## src/rtl/bus_arb_pkg.sv

```systemverilog
// Shared types and constants for the round-robin bus arbiter and its priority picker.
package bus_arb_pkg;

  typedef enum logic [1:0] {
    ARB_IDLE    = 2'd0,
    ARB_BUSY    = 2'd1,
    ARB_RECOVER = 2'd2
  } arb_state_t;

  localparam logic [31:0] ARB_ABORT_DATA = 32'hDEAD_BEEF;

  // Width of an index into n requesters; never below one bit.
  function automatic int idx_width(input int n);
    return (n > 1) ? $clog2(n) : 1;
  endfunction

endpackage

```

## src/rtl/bus_arbiter_rr_picker.sv

```systemverilog
// Combinational round-robin picker: first requester strictly after 'last', wrapping to 0.
module rr_priority_picker
  import bus_arb_pkg::*;
#(
  parameter int N  = 2,
  parameter int LW = idx_width(N)
) (
  input  logic [N-1:0]  req,
  input  logic [LW-1:0] last,
  output logic [N-1:0]  grant
);

  logic [N-1:0] upper_mask;
  logic [N-1:0] upper_req;

  always_comb begin
    upper_mask = '0;
    for (int i = 0; i < N; i++) begin
      upper_mask[i] = (i > int'(last));
    end
  end

  assign upper_req = req & upper_mask;

  // Lowest set bit of the hosts above 'last', else lowest set bit overall (wrap-around).
  assign grant = (|upper_req) ? (upper_req & (~upper_req + N'(1)))
                              : (req & (~req + N'(1)));

endmodule

```

## src/rtl/bus_arbiter_rr.sv

```systemverilog
// Round-robin arbiter granting one whole ren/wen transaction at a time to one of NHOSTS masters.
// Optional BUS_ARB_TIMEOUT_EN adds a BUSY watchdog that aborts with 0xDEADBEEF and a sticky bus_error.
module bus_arbiter_rr
  import bus_arb_pkg::*;
#(
  parameter int NHOSTS  = 2,
  parameter int TIMEOUT = 255
) (
  input  logic                   clk,
  input  logic                   rst,
  input  logic [32*NHOSTS-1:0]   host_address,
  input  logic [32*NHOSTS-1:0]   host_data_write,
  input  logic [4*NHOSTS-1:0]    host_write_mask,
  input  logic [NHOSTS-1:0]      host_ren,
  input  logic [NHOSTS-1:0]      host_wen,
  output logic [31:0]            host_data_read,
  output logic [NHOSTS-1:0]      host_ready,
  output logic [31:0]            dev_address,
  output logic [31:0]            dev_data_write,
  output logic [3:0]             dev_write_mask,
  output logic                   dev_ren,
  output logic                   dev_wen,
  input  logic [31:0]            dev_data_read,
  input  logic                   dev_ready,
  output logic [NHOSTS-1:0]      grant,
  output logic                   busy,
  output logic [1:0]             dbg_state
`ifdef BUS_ARB_TIMEOUT_EN
  ,
  output logic                   bus_error
`endif
);

  localparam int LW = idx_width(NHOSTS);

  if (NHOSTS < 2 || NHOSTS > 8 || TIMEOUT < 1) begin : g_bad_param
    $error("bus_arbiter_rr: NHOSTS must be 2..8 and TIMEOUT at least 1");
  end

  arb_state_t        state;
  logic [NHOSTS-1:0] req;
  logic [NHOSTS-1:0] pick;
  logic [LW-1:0]     last;
  logic [LW-1:0]     grant_idx;
  logic              done;
  logic              abort;

  assign req = host_ren | host_wen;

  rr_priority_picker #(.N(NHOSTS)) u_picker (
    .req   (req),
    .last  (last),
    .grant (pick)
  );

`ifdef BUS_ARB_TIMEOUT_EN
  logic [15:0] busy_cnt;

  // busy_cnt is 0 in the first BUSY cycle, so the abort lands in BUSY cycle TIMEOUT.
  assign abort = (state == ARB_BUSY) && !dev_ready && (busy_cnt == 16'(TIMEOUT - 1));

  always_ff @(posedge clk or posedge rst) begin
    if (rst) begin
      busy_cnt  <= '0;
      bus_error <= 1'b0;
    end else begin
      if (state == ARB_BUSY) busy_cnt <= busy_cnt + 16'd1;
      else                   busy_cnt <= '0;
      if (abort) bus_error <= 1'b1;
    end
  end
`else
  assign abort = 1'b0;
`endif

  assign done = (state == ARB_BUSY) && (dev_ready || abort);

  always_ff @(posedge clk or posedge rst) begin
    if (rst) begin
      state <= ARB_IDLE;
      grant <= '0;
      last  <= LW'(NHOSTS - 1);
    end else begin
      case (state)
        ARB_IDLE: begin
          if (|req) begin
            grant <= pick;
            state <= ARB_BUSY;
          end
        end
        ARB_BUSY: begin
          if (done) begin
            last  <= grant_idx;
            grant <= '0;
            state <= ARB_RECOVER;
          end
        end
        ARB_RECOVER: state <= ARB_IDLE;
        default:     state <= ARB_IDLE;
      endcase
    end
  end

  // grant is only non-zero in BUSY, so it alone gates the forwarding path.
  always_comb begin
    dev_address    = '0;
    dev_data_write = '0;
    dev_write_mask = '0;
    dev_ren        = 1'b0;
    dev_wen        = 1'b0;
    grant_idx      = '0;
    for (int i = 0; i < NHOSTS; i++) begin
      if (state == ARB_BUSY && grant[i]) begin
        dev_address    = host_address[32*i +: 32];
        dev_data_write = host_data_write[32*i +: 32];
        dev_write_mask = host_write_mask[4*i +: 4];
        dev_ren        = host_ren[i];
        dev_wen        = host_wen[i];
        grant_idx      = LW'(i);
      end
    end
  end

  assign host_ready     = done ? grant : '0;
  assign host_data_read = !done ? 32'd0 : (abort ? ARB_ABORT_DATA : dev_data_read);
  assign busy           = (state == ARB_BUSY);
  assign dbg_state      = state;

endmodule

```

## config.mk

```make
export PLATFORM = sky130hd
export DESIGN_NAME = bus_arbiter_rr
export DESIGN_NICKNAME = d
export VERILOG_FILES = /design/src/rtl/bus_arb_pkg.sv /design/src/rtl/bus_arbiter_rr_picker.sv /design/src/rtl/bus_arbiter_rr.sv
export SDC_FILE = /design/constraint.sdc
export NUM_CORES = 1
export LEC_CHECK = 0
export BUFFER_PORTS_ARGS = -buffer_cell sky130_fd_sc_hd__buf_4
export CORE_AREA = 8 8 105 107
export DETAILED_ROUTE_END_ITERATION = 12
export DIE_AREA = 0 0 113 115
export SYNTH_ARGS = -nofsm -noshare
export SYNTH_HDL_FRONTEND = slang
export SYNTH_SLANG_ARGS = --single-unit
```

## constraint.sdc

```tcl
create_clock -name clk -period 2.3 [get_ports clk]
set_input_delay 0.46 -clock clk [delete_from_list [all_inputs] [get_ports clk]]
set_output_delay 0.46 -clock clk [all_outputs]
set_load 0.1 [all_outputs]
```

==> Word-level counts from Yosys, hierarchy flattened <==
Index checks and enable logic that the tools add are counted.
{ "word_totals": {"ff_bits": 5, "in_bits": 175, "output_inout_bits": 109} }
{ "classes": {"add_sub_neg": 2, "order_cmp": 1, "eq_ne": 3, "n_mux": 20, "bitwise_logic": 6, "n_reduce_logical": 10} }
{ "ops": {"columns": ["cell", "n"], "rows": [
  ["32-bit 2-to-1 mux", 5],
  ["2-bit 2-to-1 mux", 6],
  ["4-bit 2-to-1 mux", 2],
  ["2-bit one-hot mux with 2 select lines", 2],
  ["2-bit AND", 3],
  ["1-bit 2-to-1 mux", 5],
  ["2-bit by 1-bit adder with 2-bit output (second input constant)", 2],
  ["2-bit NOT", 2],
  ["2-bit AND reduction", 2],
  ["2-bit OR reduction", 2],
  ["1-bit logical AND", 3],
  ["3-bit AND reduction", 1],
  ["2-bit by 1-bit == test with 1-bit output (second input constant)", 1],
  ["2-bit logical NOT", 1],
  ["2-bit by 1-bit inequality test with 1-bit output (second input constant)", 1],
  ["2-bit inequality test (second input constant)", 1],
  ["2-bit OR", 1],
  ["2-bit nonzero test", 1],
  ["1-bit > comparator (first input constant)", 1]
]} }

==> Depth between registers and ports, before layout <==
{ "depth": {"depth_word": 8, "ltp_mapped": 5, "mapped_depth_nobuf": 3} }

==> Cells and area by module <==
Synthesis repeated with hierarchy kept, for this count alone.
{ "unflattened": {"hier_cells": 147, "hier_area_um2": 1373.8} }
{ "modules_own_cells": {"columns": ["module", "n_inst", "cells_each", "area_per_inst_um2"], "rows": [
  ["bus_arbiter_rr", 1, 144, 1355.0],
  ["rr_priority_picker", 1, 3, 18.8]
]} }

==> Least setup slack after synthesis <==
OpenSTA, ideal clock, no wires.
{ "synth_timing": {"path_kind": "register to output", "startpoint": "register state[0], in the netlist dbg_state[0]", "endpoint": "output dev_address[0]", "arrival_ns": 2.931, "setup_slack_ns": -1.091, "stages_incl_launch_ff": 6, "cell_sequence": "dfrtp_1 > nor2b_4 > and3b_1 > buf_6 > buf_8 > a22o_1"} }
{ "synth_between": {"elab_chain_cells": 4} }
{ "synth_rtl": {"columns": ["item", "line", "source"], "rows": [
  ["from (decl)", "bus_arbiter_rr.sv:40", "arb_state_t state;"],
  ["from (signal assigned)", "bus_arbiter_rr.sv:80", "state <= ARB_IDLE;"],
  ["from (signal assigned)", "bus_arbiter_rr.sv:88", "state <= ARB_BUSY;"],
  ["from (signal assigned)", "bus_arbiter_rr.sv:95", "state <= ARB_RECOVER;"],
  ["2-bit by 1-bit == test with 1-bit output (*)", null, null],
  ["named net busy", "bus_arbiter_rr.sv:26", "output logic busy,"],
  ["1-bit logical AND", "bus_arbiter_rr.sv:113", "if (state == ARB_BUSY && grant[i]) begin"],
  ["32-bit 2-to-1 mux", "bus_arbiter_rr.sv:113", null],
  ["32-bit 2-to-1 mux (*)", "bus_arbiter_rr.sv:113", null],
  ["to (decl)", "bus_arbiter_rr.sv:18", "output logic [31:0] dev_address,"]
]} }
The timed path passes the listed nets; every way through them passes the cells marked *.

==> Final worst setup path <==
{ "layout_timing": {"startpoint": "register state[0], in the netlist dbg_state[0]", "endpoint": "output dev_data_write[13]"} }
{ "layout_between": {"elab_chain_cells": 4} }
{ "layout_rtl": {"columns": ["item", "line", "source"], "rows": [
  ["2-bit by 1-bit == test with 1-bit output (*)", "bus_arbiter_rr.sv:113", null],
  ["1-bit logical AND", "bus_arbiter_rr.sv:113", null],
  ["32-bit 2-to-1 mux", "bus_arbiter_rr.sv:113", null],
  ["32-bit 2-to-1 mux (*)", "bus_arbiter_rr.sv:113", null],
  ["to (decl)", "bus_arbiter_rr.sv:19", "output logic [31:0] dev_data_write,"]
]} }
Every way passes the cells marked *; elsewhere a longest branch is shown, timed or not.

==> results.yml <==
yosys:
  synthAdderAreaFrac_pct: 0
  synth_area_per_cell_um2: 8.775
  syn_nets: 324
  yosysSeqAreaShare_pct: 9.665
  syn_area_um2: 1308
  synth_top_family_by_area: "compound AO/OA/AOI/OAI gates"
  ys_ff_latch: 5
  synth_compound_area_share_pct: 49.67
  synth-xor-area-share_pct: 0
  yosys_warnings: 0
  syn_inst: 149
  yosysUniqueCellTypes: 18
  synth-simple-area-share_pct: 22.01
  muxShareOfSynthArea_pct: 0.8612
routing:
  routed_via_density: 4.374
  first_pass_iters: 4
  ant_nets: 0
  remaining_drc_errors: 0
  num_vias: 2340
  routed_wl_um: 9325
  wl_per_cell_um: 17.43
  drt_iter0_drc: 85
critical_path:
  cp.arrival_ns: 1.78
  rrSetupSlack_ns: 0.94
  cp.required_ns: 1.84
  crit_fanout: 30
  r2r-end: "last"
  r2r_start: "dbg_state[1]"
  rr_worst_depth: 3
  cp-end-kind: "output pin"
  crit_type: "reg2out"
  critPathLaunchType: "register"
floorplanning:
  chipWidth_um: 113
  rows: 36
  die_h_um: 115
  die_area_um2: 13000
  ios: 284
  initial_utilization_pct: 13.82
  coreArea_um2: 9459
global_routing:
  grt_overflow: 0
  grt_max_degree: 41
  grt_use_total_pct: 12.85
  grt_pass1_wl_um: 13420
  met3_usage_pct: 6.197
  grt_pass1_vias: 2538
  grt.busiest_layer: "met2"
  antenna_found_initial: 0
  met1_usage_pct: 12.03
  grtUsageMet2_pct: 24.64
cells_and_area:
  final_common_cell: "buf_4"
  antenna_cells: 0
  nNetsFinal: 597
  num-fill-cells: 956
  fin_util_pct: 39.29
  synthToLayoutAreaGrowth_pct: 184.2
  final_layout_size_suffix_gt1_share_pct: 94.30
  multi_input_area_um2: 1180
  final_cell_mix: "buf_4 (282), a22o_2 (56), and2_2 (30)"
  seqCellArea_um2: 131.4
timing:
  slew_viol_final: 0
  fin_crit_ns: 2.237
  fmax_mhz: 447.0
  relSlewSlack_pct: 80.55
  finalSetupViolations: 0
  period_share_pct: 97.27
  grt_setup_unrepaired: "false"
  hold_violations: 0
  worst_slew_pin_slew_ns: 0.2941
  skew_ns: 0.003370
run:
  cap_viol_max_count: 0
clock_tree:
  clk_path_buf_depth: 2
  path_clk_slew_ns: 0.04
  cts_sinks: 5
  cts_tree: "yes"
  numCtsBuffers: 3
  cts.htree.levels: 1
  root_buffer: "clkbuf_8"
  clk_latency_ns: 0.22
  cts_setup_buffers: 0
placed_design:
  portBuffers: 283
  place_hpwl_um: 8146
  gp_congestion: 0.8647
hold_path:
  hp-class: "in2async"
run_status:
  status: "finished clean"
-- cells in the mapped netlist --
library cell / number / area [µm²]
a22o_1: 71 / 621.9
and2_1: 35 / 219.0
buf_6: 9 / 101.4
buf_8: 7 / 105.1
dfrtp_1: 4 / 100.1
nor2_1: 4 / 15.01
clkbuf_1: 3 / 11.26
a2bb2oi_1: 2 / 17.52
and3b_1: 2 / 17.52
inv_1: 2 / 7.510
nand2b_1: 2 / 12.51
o21ai_0: 2 / 10.01
buf_4: 1 / 7.510
dfstp_2: 1 / 26.28
mux2_2: 1 / 11.26
nand2_1: 1 / 3.750
nor2b_1: 1 / 6.260
nor2b_4: 1 / 13.76
-- worst max-delay path by stage --
stage | startpoint | endpoint | slack, ns | cells after the start
3_3_place_gp | dbg_state[0] | dev_ren | 0.21 | 5
3_5_place_dp | dbg_state[0] | dev_data_write[4] | 0.17 | 5
6_report | dbg_state[0] | dev_data_write[13] | 0.06 | 5
2_1_floorplan | dbg_state[0] | dev_address[0] | -0.40 | 5
5_1_grt | dbg_state[0] | dev_data_write[26] | 0.004 | 5
4_1_cts | dbg_state[0] | dev_ren | 0.02 | 5
-- worst max-delay path, stage by stage (launching register included) --
cell	delay (ns)
dfrtp_4	0.48
nor2b_4	0.14
and2_2	0.22
buf_8	0.18
a22o_2	0.28
buf_4	0.23
-- per-stage QoR --
| step | hold slack (ns) | setup WS [ns] | cell area, µm² | cells | setup TNS, ns |
|---|---|---|---|---|---|
| after floorplan | 0.2377 | -0.4003 | 1541 | 149 | -25.60 |
| after global routing | 0.1432 | 0.003556 | 3716 | 535 | 0 |
| after detailed placement | 0.3736 | 0.1702 | 3636 | 531 | 0 |
| final | 0.1339 | 0.06280 | 3716 | 535 | 0 |
| after global placement | 0.3709 | 0.2148 | 3636 | 531 | 0 |
| after CTS | 0.1333 | 0.01706 | 3692 | 535 | 0 |
-- registers in the layout, summed over array words and instances, names as in the netlist --
register / count
grant: 2
last: 1
dbg_state: 2
-- layer usage --
metal / vias to the layer above / wire length (µm) / share of wire [%]
li1: 1120 / - / -
met1: 1046 / 3203 / 34
met2: 168 / 4885 / 52
met3: 6 / 1147 / 12
met4: 0 / 89 / 0.95
met5: - / 0 / 0
-- layout make-up --
type	count	share of cell area [%]
Clock buffer	4	1.212
Inverter	2	0.2020
Multi-Input combinational cell	122	31.75
Sequential cell	5	3.535
Tap cell	114	3.838
Timing Repair Buffer	288	59.46
-- what timing repair did --
| item | in CTS | in global routing |
|---|---|---|
| resized for setup | 3 | 7 |
| setup endpoints to repair | 70 | 64 |
| hold buffers | 0 | 0 |
-- kinds of logic after synthesis --
group                  after synthesis
muxes                                1
and+or+nand+nor                     46
AOI/OAI and AO/OA                   75
DFF                                  5
buffers and inverters               22
Power is left out: the tool's default activity adds up to more than one toggle a clock period on the data nets, which glitch-free logic cannot reach.
